$ cat src/rtl/uart_pkg.sv
// Shared definitions for the UART bus bridge: register map, STATUS bit layout
// and FSM state encodings.
package uart_pkg;

    localparam logic ADDR_DATA   = 1'b0;
    localparam logic ADDR_STATUS = 1'b1;

    localparam int ST_TX_EMPTY    = 0;
    localparam int ST_TX_FULL     = 1;
    localparam int ST_RX_VALID    = 2;
    localparam int ST_RX_OVERRUN  = 3;
    localparam int ST_TX_OVERFLOW = 4;

    typedef enum logic [1:0] {
        T_IDLE,
        T_BUSY,
        T_DONE
    } tx_state_t;

    typedef enum logic {
        R_IDLE,
        R_ACK
    } rx_state_t;

endpackage

$ cat src/rtl/byte_fifo.sv
// Show-ahead byte FIFO: rdata always presents the head entry combinationally.
// Push into a full FIFO and pop from an empty one are ignored.
module byte_fifo #(
    parameter int DEPTH = 16
) (
    input  logic       clk,
    input  logic       rst,
    input  logic       push,
    input  logic       pop,
    input  logic [7:0] wdata,
    output logic [7:0] rdata,
    output logic       empty,
    output logic       full
);

    localparam int AW = $clog2(DEPTH);

    logic [7:0]    mem [DEPTH];
    logic [AW-1:0] wr_ptr;
    logic [AW-1:0] rd_ptr;
    logic [AW:0]   count;
    logic          do_push;
    logic          do_pop;

    assign empty   = (count == '0);
    assign full    = (count == (AW+1)'(DEPTH));
    assign do_push = push & ~full;
    assign do_pop  = pop & ~empty;
    assign rdata   = mem[rd_ptr];

    always_ff @(posedge clk) begin
        if (rst) begin
            wr_ptr <= '0;
            rd_ptr <= '0;
            count  <= '0;
        end else begin
            if (do_push) wr_ptr <= wr_ptr + AW'(1);
            if (do_pop)  rd_ptr <= rd_ptr + AW'(1);
            case ({do_push, do_pop})
                2'b10:   count <= count + (AW+1)'(1);
                2'b01:   count <= count - (AW+1)'(1);
                default: count <= count;
            endcase
        end
    end

    // Storage is not reset; pointers alone define validity.
    always_ff @(posedge clk) begin
        if (do_push) mem[wr_ptr] <= wdata;
    end

endmodule

$ cat src/rtl/uart_bridge.sv
// Memory-mapped DATA/STATUS front end for the UART: TX and RX byte FIFOs with
// handshake FSMs toward the UART's parallel ports.
module uart_bridge
    import uart_pkg::*;
#(
    parameter int DEPTH = 16
) (
    input  logic       clk,
    input  logic       rst,
    input  logic       cs,
    input  logic       we,
    input  logic       addr,
    input  logic [7:0] din,
    output logic [7:0] dout,
    output logic       irq,
    output logic       uart_we,
    output logic [7:0] uart_din,
    input  logic       uart_empty,
    output logic       uart_re,
    input  logic       uart_full,
    input  logic [7:0] uart_dout
);

    logic       rd_data, rd_status, wr_data;
    logic       tx_pop, tx_empty, tx_full;
    logic [7:0] tx_rdata;
    logic       rx_push, rx_empty, rx_full;
    logic [7:0] rx_rdata;
    logic       tx_overflow, rx_overrun;
    logic       ovf_set, ovr_set;
    logic [7:0] status;

    tx_state_t tx_state, tx_state_nxt;
    rx_state_t rx_state, rx_state_nxt;

    assign rd_data   = cs & ~we & (addr == ADDR_DATA);
    assign rd_status = cs & ~we & (addr == ADDR_STATUS);
    assign wr_data   = cs &  we & (addr == ADDR_DATA);
    assign ovf_set   = wr_data & tx_full;
    assign irq       = ~rx_empty;

    byte_fifo #(.DEPTH(DEPTH)) u_tx_fifo (
        .clk   (clk),
        .rst   (rst),
        .push  (wr_data),
        .pop   (tx_pop),
        .wdata (din),
        .rdata (tx_rdata),
        .empty (tx_empty),
        .full  (tx_full)
    );

    byte_fifo #(.DEPTH(DEPTH)) u_rx_fifo (
        .clk   (clk),
        .rst   (rst),
        .push  (rx_push),
        .pop   (rd_data),
        .wdata (uart_dout),
        .rdata (rx_rdata),
        .empty (rx_empty),
        .full  (rx_full)
    );

    always_comb begin
        status                 = 8'h00;
        status[ST_TX_EMPTY]    = tx_empty;
        status[ST_TX_FULL]     = tx_full;
        status[ST_RX_VALID]    = ~rx_empty;
        status[ST_RX_OVERRUN]  = rx_overrun;
        status[ST_TX_OVERFLOW] = tx_overflow;
    end

    // STATUS read returns the pre-cycle flags; a same-cycle set wins over the clear.
    always_ff @(posedge clk) begin
        if (rst) begin
            dout        <= 8'h00;
            tx_overflow <= 1'b0;
            rx_overrun  <= 1'b0;
        end else begin
            if (rd_data)        dout <= rx_empty ? 8'h00 : rx_rdata;
            else if (rd_status) dout <= status;

            if (ovf_set)        tx_overflow <= 1'b1;
            else if (rd_status) tx_overflow <= 1'b0;

            if (ovr_set)        rx_overrun <= 1'b1;
            else if (rd_status) rx_overrun <= 1'b0;
        end
    end

    always_ff @(posedge clk) begin
        if (rst) begin
            tx_state <= T_IDLE;
            rx_state <= R_IDLE;
        end else begin
            tx_state <= tx_state_nxt;
            rx_state <= rx_state_nxt;
        end
    end

    always_comb begin
        tx_state_nxt = tx_state;
        uart_we      = 1'b0;
        tx_pop       = 1'b0;
        case (tx_state)
            T_IDLE: if (!tx_empty && uart_empty) begin
                uart_we      = 1'b1;
                tx_pop       = 1'b1;
                tx_state_nxt = T_BUSY;
            end
            T_BUSY: if (!uart_empty) tx_state_nxt = T_DONE;
            T_DONE: if (uart_empty)  tx_state_nxt = T_IDLE;
            default: tx_state_nxt = T_IDLE;
        endcase
    end

    assign uart_din = uart_we ? tx_rdata : 8'h00;

    // With the RX FIFO full the UART keeps its byte; only the overrun flag records it.
    always_comb begin
        rx_state_nxt = rx_state;
        uart_re      = 1'b0;
        rx_push      = 1'b0;
        ovr_set      = 1'b0;
        case (rx_state)
            R_IDLE: if (uart_full) begin
                if (!rx_full) begin
                    uart_re      = 1'b1;
                    rx_push      = 1'b1;
                    rx_state_nxt = R_ACK;
                end else begin
                    ovr_set = 1'b1;
                end
            end
            R_ACK:   rx_state_nxt = R_IDLE;
            default: rx_state_nxt = R_IDLE;
        endcase
    end

endmodule
$ cat config.mk
export PLATFORM = sky130hd
export DESIGN_NAME = uart_bridge
export DESIGN_NICKNAME = d
export VERILOG_FILES = /design/src/rtl/uart_pkg.sv /design/src/rtl/byte_fifo.sv /design/src/rtl/uart_bridge.sv
export SDC_FILE = /design/constraint.sdc
export NUM_CORES = 1
export LEC_CHECK = 0
export CORE_AREA = 2 2 145 147
export DETAILED_ROUTE_END_ITERATION = 7
export DIE_AREA = 0 0 147 149
export PLACE_DENSITY = 0.76
export SETUP_SLACK_MARGIN = 0.5
export SLEW_MARGIN = 0
export SYNTH_ARGS = -nofsm -noshare
export SYNTH_HDL_FRONTEND = slang
export SYNTH_SLANG_ARGS = --single-unit
$ cat constraint.sdc
create_clock -name clk -period 4.34 [get_ports clk]
set_clock_uncertainty 0.2 [all_clocks]
set_input_delay 0.651 -clock clk [delete_from_list [all_inputs] [get_ports clk]]
set_output_delay 0.651 -clock clk [all_outputs]
set_load 0.005 [all_outputs]
; ---- After elaboration in Yosys (flattened, before gate mapping)
; Memories as Yosys holds them, arrays and structs flattened. A register that Yosys moved wholly into a read port is not among the register bits.
; Cells that the tools add are included.
; W data, S select, Z words.
[word_totals]
n_memories = 2
ramBits = 256
out_inout_bits = 19
word_cells = 90
register_bits = 39
[classes]
n_mux = 30
n_addsub = 8
bitwise_logic = 17
n_reduce_logical = 11
n_eq_ne = 11
[mem_list]
columns = memory, words, word_bits, read_ports, rd_ports_with_merged_regs, write_ports, line_no
row1 = u_rx_fifo.mem, 16, 8, 1, 1, 1, byte_fifo.sv:18  ; logic [7:0] mem [DEPTH];
row2 = u_tx_fifo.mem, 16, 8, 1, 1, 1, byte_fifo.sv:18
[ops]
columns = operator, n
row1 = $mux W8, 4
row2 = $pmux W5 S2, 2
row3 = $add A4 B1 Y4 const B, 4
row4 = $mux W4, 4
row5 = $mux W1, 15
row6 = $add A5 B1 Y5 const B, 2
row7 = $and A1 B1 Y1, 10
row8 = $eq A5 B5 Y1 const B, 2
row9 = $logic_not A5 Y1, 2
row10 = $reduce_bool A2 Y1, 5
row11 = $sub A5 B1 Y5 const B, 2
row12 = $not A1 Y1, 7
row13 = $eq A2 B1 Y1 const B, 3
row14 = $eq A2 B2 Y1 const B, 3
row15 = $mux W2, 3
row16 = $ne A2 B2 Y1 const B, 3
row17 = $pmux W2 S3, 1
row18 = $reduce_and A3 Y1, 1
row19 = $logic_not A2 Y1, 1
row20 = $pmux W1 S2, 1
row21 = $logic_and A1 B1 Y1, 1
row22 = $logic_not A1 Y1, 1

; ---- Logic depth before layout (Yosys ltp)
[logic_depth]
ltp_word = 8
depth_mapped = 13
depth_no_buf = 11

; ---- Cells and area by module
; Synthesis repeated with hierarchy kept, for this count alone.
[hier_totals]
cells_unflattened = 724
area_unflattened_um2 = 12339.3
[by_module_without_submodules]
columns = mod, seq_area_each_um2, area_each_um2, instances, cells_per_inst
row1 = byte_fifo (u_rx_fifo), 4184.0, 5891.9, 1, 330
row2 = byte_fifo (u_tx_fifo), 4184.0, 5836.8, 1, 324
row3 = uart_bridge, 260.2, 610.6, 1, 70

; ---- Least setup slack after synthesis
; Ideal clock, no wire load.
[synth_path]
path_type = input -> register
start = input port we
end = register u_rx_fifo.count[4]
arrival_time_ns = 3.186
path_buffers = 2
path_slack_ns = 0.833
setup_ns = 0.121
t_required_ns = 4.019
path_stages = 12
cell_sequence = nand2b_1 -> clkbuf_1 -> a211oi_2 -> ha_1 -> clkbuf_1 -> xor2_1 -> ha_1 -> inv_1 -> o21ai_0 -> a21o_1 -> a221oi_1 -> mux2_2
[synth_via]
elab_chain_len = 6
word_cells_on_any_way = 8
[synth_rtl]
columns = element, line_no
row1 = from (decl), uart_bridge.sv:11  ; input logic we,
row2 = $not A1 Y1 *, uart_bridge.sv:36  ; assign rd_data = cs & ~we & (addr == ADDR_DATA);
row3 = $and A1 B1 Y1 * (2 in series), uart_bridge.sv:36
row4 = $and A1 B1 Y1 *, byte_fifo.sv:28  ; assign do_pop = pop & ~empty;
row5 = net u_rx_fifo.do_pop, byte_fifo.sv:23  ; logic do_pop;
row6 = $eq A2 B1 Y1 or $eq A2 B2 Y1 (tied branches), byte_fifo.sv:39  ; case ({do_push, do_pop})
row7 = $pmux W5 S2 or $reduce_bool A2 Y1 (tied branches), -
row8 = to (signal assigned), byte_fifo.sv:40  ; 2'b10: count <= count + (AW+1)'(1);
row9 = to (signal assigned), byte_fifo.sv:41  ; 2'b01: count <= count - (AW+1)'(1);
row10 = to (signal assigned), byte_fifo.sv:42  ; default: count <= count;
row11 = to (decl), byte_fifo.sv:21  ; logic [AW:0] count;
; The timed path passes the listed nets; every way through them passes the cells marked *.
; A chain may end at the register's enable or synchronous reset.

==> results.md <==
- Floorplan core area: 20600 um^2
- Fin. Hold Viols: 0
- Antenna cells: 0
- Clk buf depth: 3
- Sink Count: 303
- Largest net degree at the start of global routing: between 50 and 60
- Vias: 6145
- Path depth of the worst reg2reg path: 11
- Leading cell types in the layout, fill and taps excluded: edfxtp_1, nor2_1, mux4_2, dfxtp_1, clkdlybuf4s50_1
- First-pass GRT wire length: 35800 um
- Post-synthesis register bit count: 303
- Status: complete, no violations
- CP cell instances: buf_12, mux4_1, mux4_2, and2_1, clkdlybuf4s50_1
- Initial antenna violation count: 0
- Multi-input combinational cell area: between 3000 and 4000 um^2
- Min Hold Slack: 294 ps
- CTS Root Cell: clkbuf_16
- Worst-margin pin slew: 1060 ps
- Vias per cell: 5.96
- Share of the synthesized area in the top cell type: 63.0%
- 1st-iter DRT viols: between 400 and 500
- Most common cell after layout, fill and taps aside: edfxtp_1
- Rel. slew slack: 29.1%
- Leak: 4.51 nW
- Crit path max fanout: 16
- Reg2Reg Setup Slack: roughly 1000 ps
- Slew Limit Fails: 0
- Total GRT Usage: 21.4%
- Area leader, netlist: edfxtp_1
- Top_reg_cell synth: edfxtp_1
- I/O pin total: 42
- Fraction of layout cells with a size suffix above 1: 15.7%
- Hold buffers post-CTS: 0
- Crit path capture: uart_din[7]
- Critical R2R Launch: u_rx_fifo.count[1]
- FMAX: 0.266 GHz
- Finish-stage setup viols: 0
- Syn. warnings: 0
- Library cells used by synthesis: 50
- Register area share after synthesis: 70.7%
- TritonCTS Buffers: 30
- Nets: 773
- Pre-antenna DRT Iters: 5
- Vias in the first global route: 6412
- Crit end category: output port
- RSZ-0062 raised after global routing: false
- Min-delay worst type: reg -> reg
- CTS tree: done
- Min cycle time layout: 3760 ps
- Worst-skew pair later-pin latency: 540 ps
- Number of buffers added on ports: 41
- Clock transition at path regs: 60 ps
- Largest cells by area after synthesis: edfxtp_1, mux4_2, dfxtp_1
- CP Class: reg -> out
- Maximum vdd drop: around 380 uV
- Post-Syn Area: 12200 um^2
- FP Rows: 53
- Die H: 149 um
- Critical path required time: 3490 ps
- WL final: 23100 um
- Power density over cell area: roughly 480 nW/um^2
- Mapped Cells: 679
- # H-tree levels: 1
- Initial Util: 59.3%
- Max-cap violations: 0
- WL/cell: about 22 um
- Syn Area/Cell: approximately 18 um^2
- Die X: 147 um
- Syn Nets: 719
- Area growth from synthesis to layout: 13.7%
- Die ar.: 21900 um^2
- FF/Latch Area: 8630 um^2
- Setup_tns: 0 ps
- Fin crit share: between 80% and 90%
- Post-synth EDFFs: between 200 and 300
- Async SR Flop Fraction: 0%
- Post-DRT Antenna Nets: 0
- Worst r2r dst: u_rx_fifo.count[4]
- RePlAce Congestion: 0.786
- Startpoint types: flip-flop
- HPWL after detailed placement: 14600 um
- DRC Markers: 0
- Slowest Stage Delay on Critical Path: 640 ps
- Critical path's slowest cell: mux4_1
- Gr ovfl total: 0
- Arr. time, crit path: 2910 ps
- Fillers: 1334
[timing repair]
item,in CTS,in global routing
pin swaps,0,0
gates resized for setup,3,2
buffers inserted,0,0
setup endpoints to repair,8,6
cloned,0,1
[through the flow]
stage / utilization (%) / cells / total power, mW / setup slack [ps] / cell area (um^2)
final: 67.5 / 1031 / 6.63 / 582 / 13900
after global routing: 67.5 / 1031 / 6.87 / 486 / 13900
after CTS: 67.4 / 1030 / 6.63 / 529 / 13800
after detailed placement: 62.7 / 975 / 4.17 / 381 / 12900
after global placement: 62.7 / 975 / 4.13 / 570 / 12900
after floorplan: - / 679 / 3.93 / 833 / 12200
[sequential cells by signal, indices dropped and copies added, names as in the netlist, named ones only]
name and count:
tx_overflow 1, u_tx_fifo.wr_ptr 4, u_rx_fifo.rd_ptr 4, dout 8, u_tx_fifo.mem 128, rx_overrun 1, u_rx_fifo.mem 128, u_rx_fifo.count 5
rx_state 1, u_tx_fifo.count 5, u_tx_fifo.rd_ptr 4, tx_state 2, u_rx_fifo.wr_ptr 4
[cells in the mapped netlist (all sizes together) (7+ instances only)]
| library cell | instances |
|---|---|
| nand2 | 29 |
| mux4 | 72 |
| a21oi | 7 |
| mux2i | 7 |
| ha | 17 |
| dfxtp | 47 |
| and2 | 12 |
| edfxtp | 256 |
| xor2 | 15 |
| a22oi | 16 |
| nor3 | 13 |
| inv | 11 |
| nor2 | 72 |
| buf | 18 |
| clkbuf | 18 |
[where the power goes]
group | internal [mW] | leakage (nW) | switching [mW]
sequential | 3.21 | 2.69 | 0.0700
clock | 1.41 | 0.468 | 1.06
combinational | 0.471 | 1.36 | 0.410
[per-layer routing]
metal | part of all wire [%] | global-route usage (%) | vias up
met1 | 40 | 27.4 | 3120
met2 | 53 | 38.6 | 197
met5 | 0 | 0 | -
met3 | 5.0 | 3.49 | 28
met4 | 1.9 | 5.43 | 0
li1 | - | - | 2800
[worst min path at each step]
stage	endpoint	cells after the start	slack, ps	startpoint
floorplan	tx_overflow	2	250	tx_overflow
global placement	dout[1]	2	270	dout[1]
detailed placement	dout[1]	2	270	dout[1]
CTS	tx_state[0]	1	300	tx_state[1]
global route	dout[1]	2	320	dout[1]
finish	dout[1]	2	290	dout[1]
[area by class of cell]
class / count / share of cell area (%)
flip-flops and latches: 303 / 62.2
multi-input cells: 329 / 24.1
clock buffers: 39 / 5.96
repair buffers: 58 / 4.06
well taps: 275 / 2.48
clock inverters: 16 / 0.857
inverters: 11 / 0.298
[kinds of logic (layout without fill, tap and decap cells)]
| kind of cell | Yosys count | in the layout | synth area share [%] |
|---|---|---|---|
| AOI/OAI and AO/OA | 52 | 52 | 3.07 |
| xor gates and xnor gates | 20 | 20 | 1.44 |
| and+or+nand+nor | 158 | 158 | 6.21 |
| DFF | 303 | 303 | 70.7 |
| muxes | 82 | 82 | 15.0 |
| adders and majority gates | 17 | 17 | 1.74 |
| buffers and inverters | 47 | 124 | 1.82 |
[critical path, delay by kind of cell (launching register included)]
kind,cells,cell delay (ps)
buffers and inverters,2,610
and+or+nand+nor,1,170
muxes,2,1170
DFF,1,400
Power figures use the tool's default switching activity.
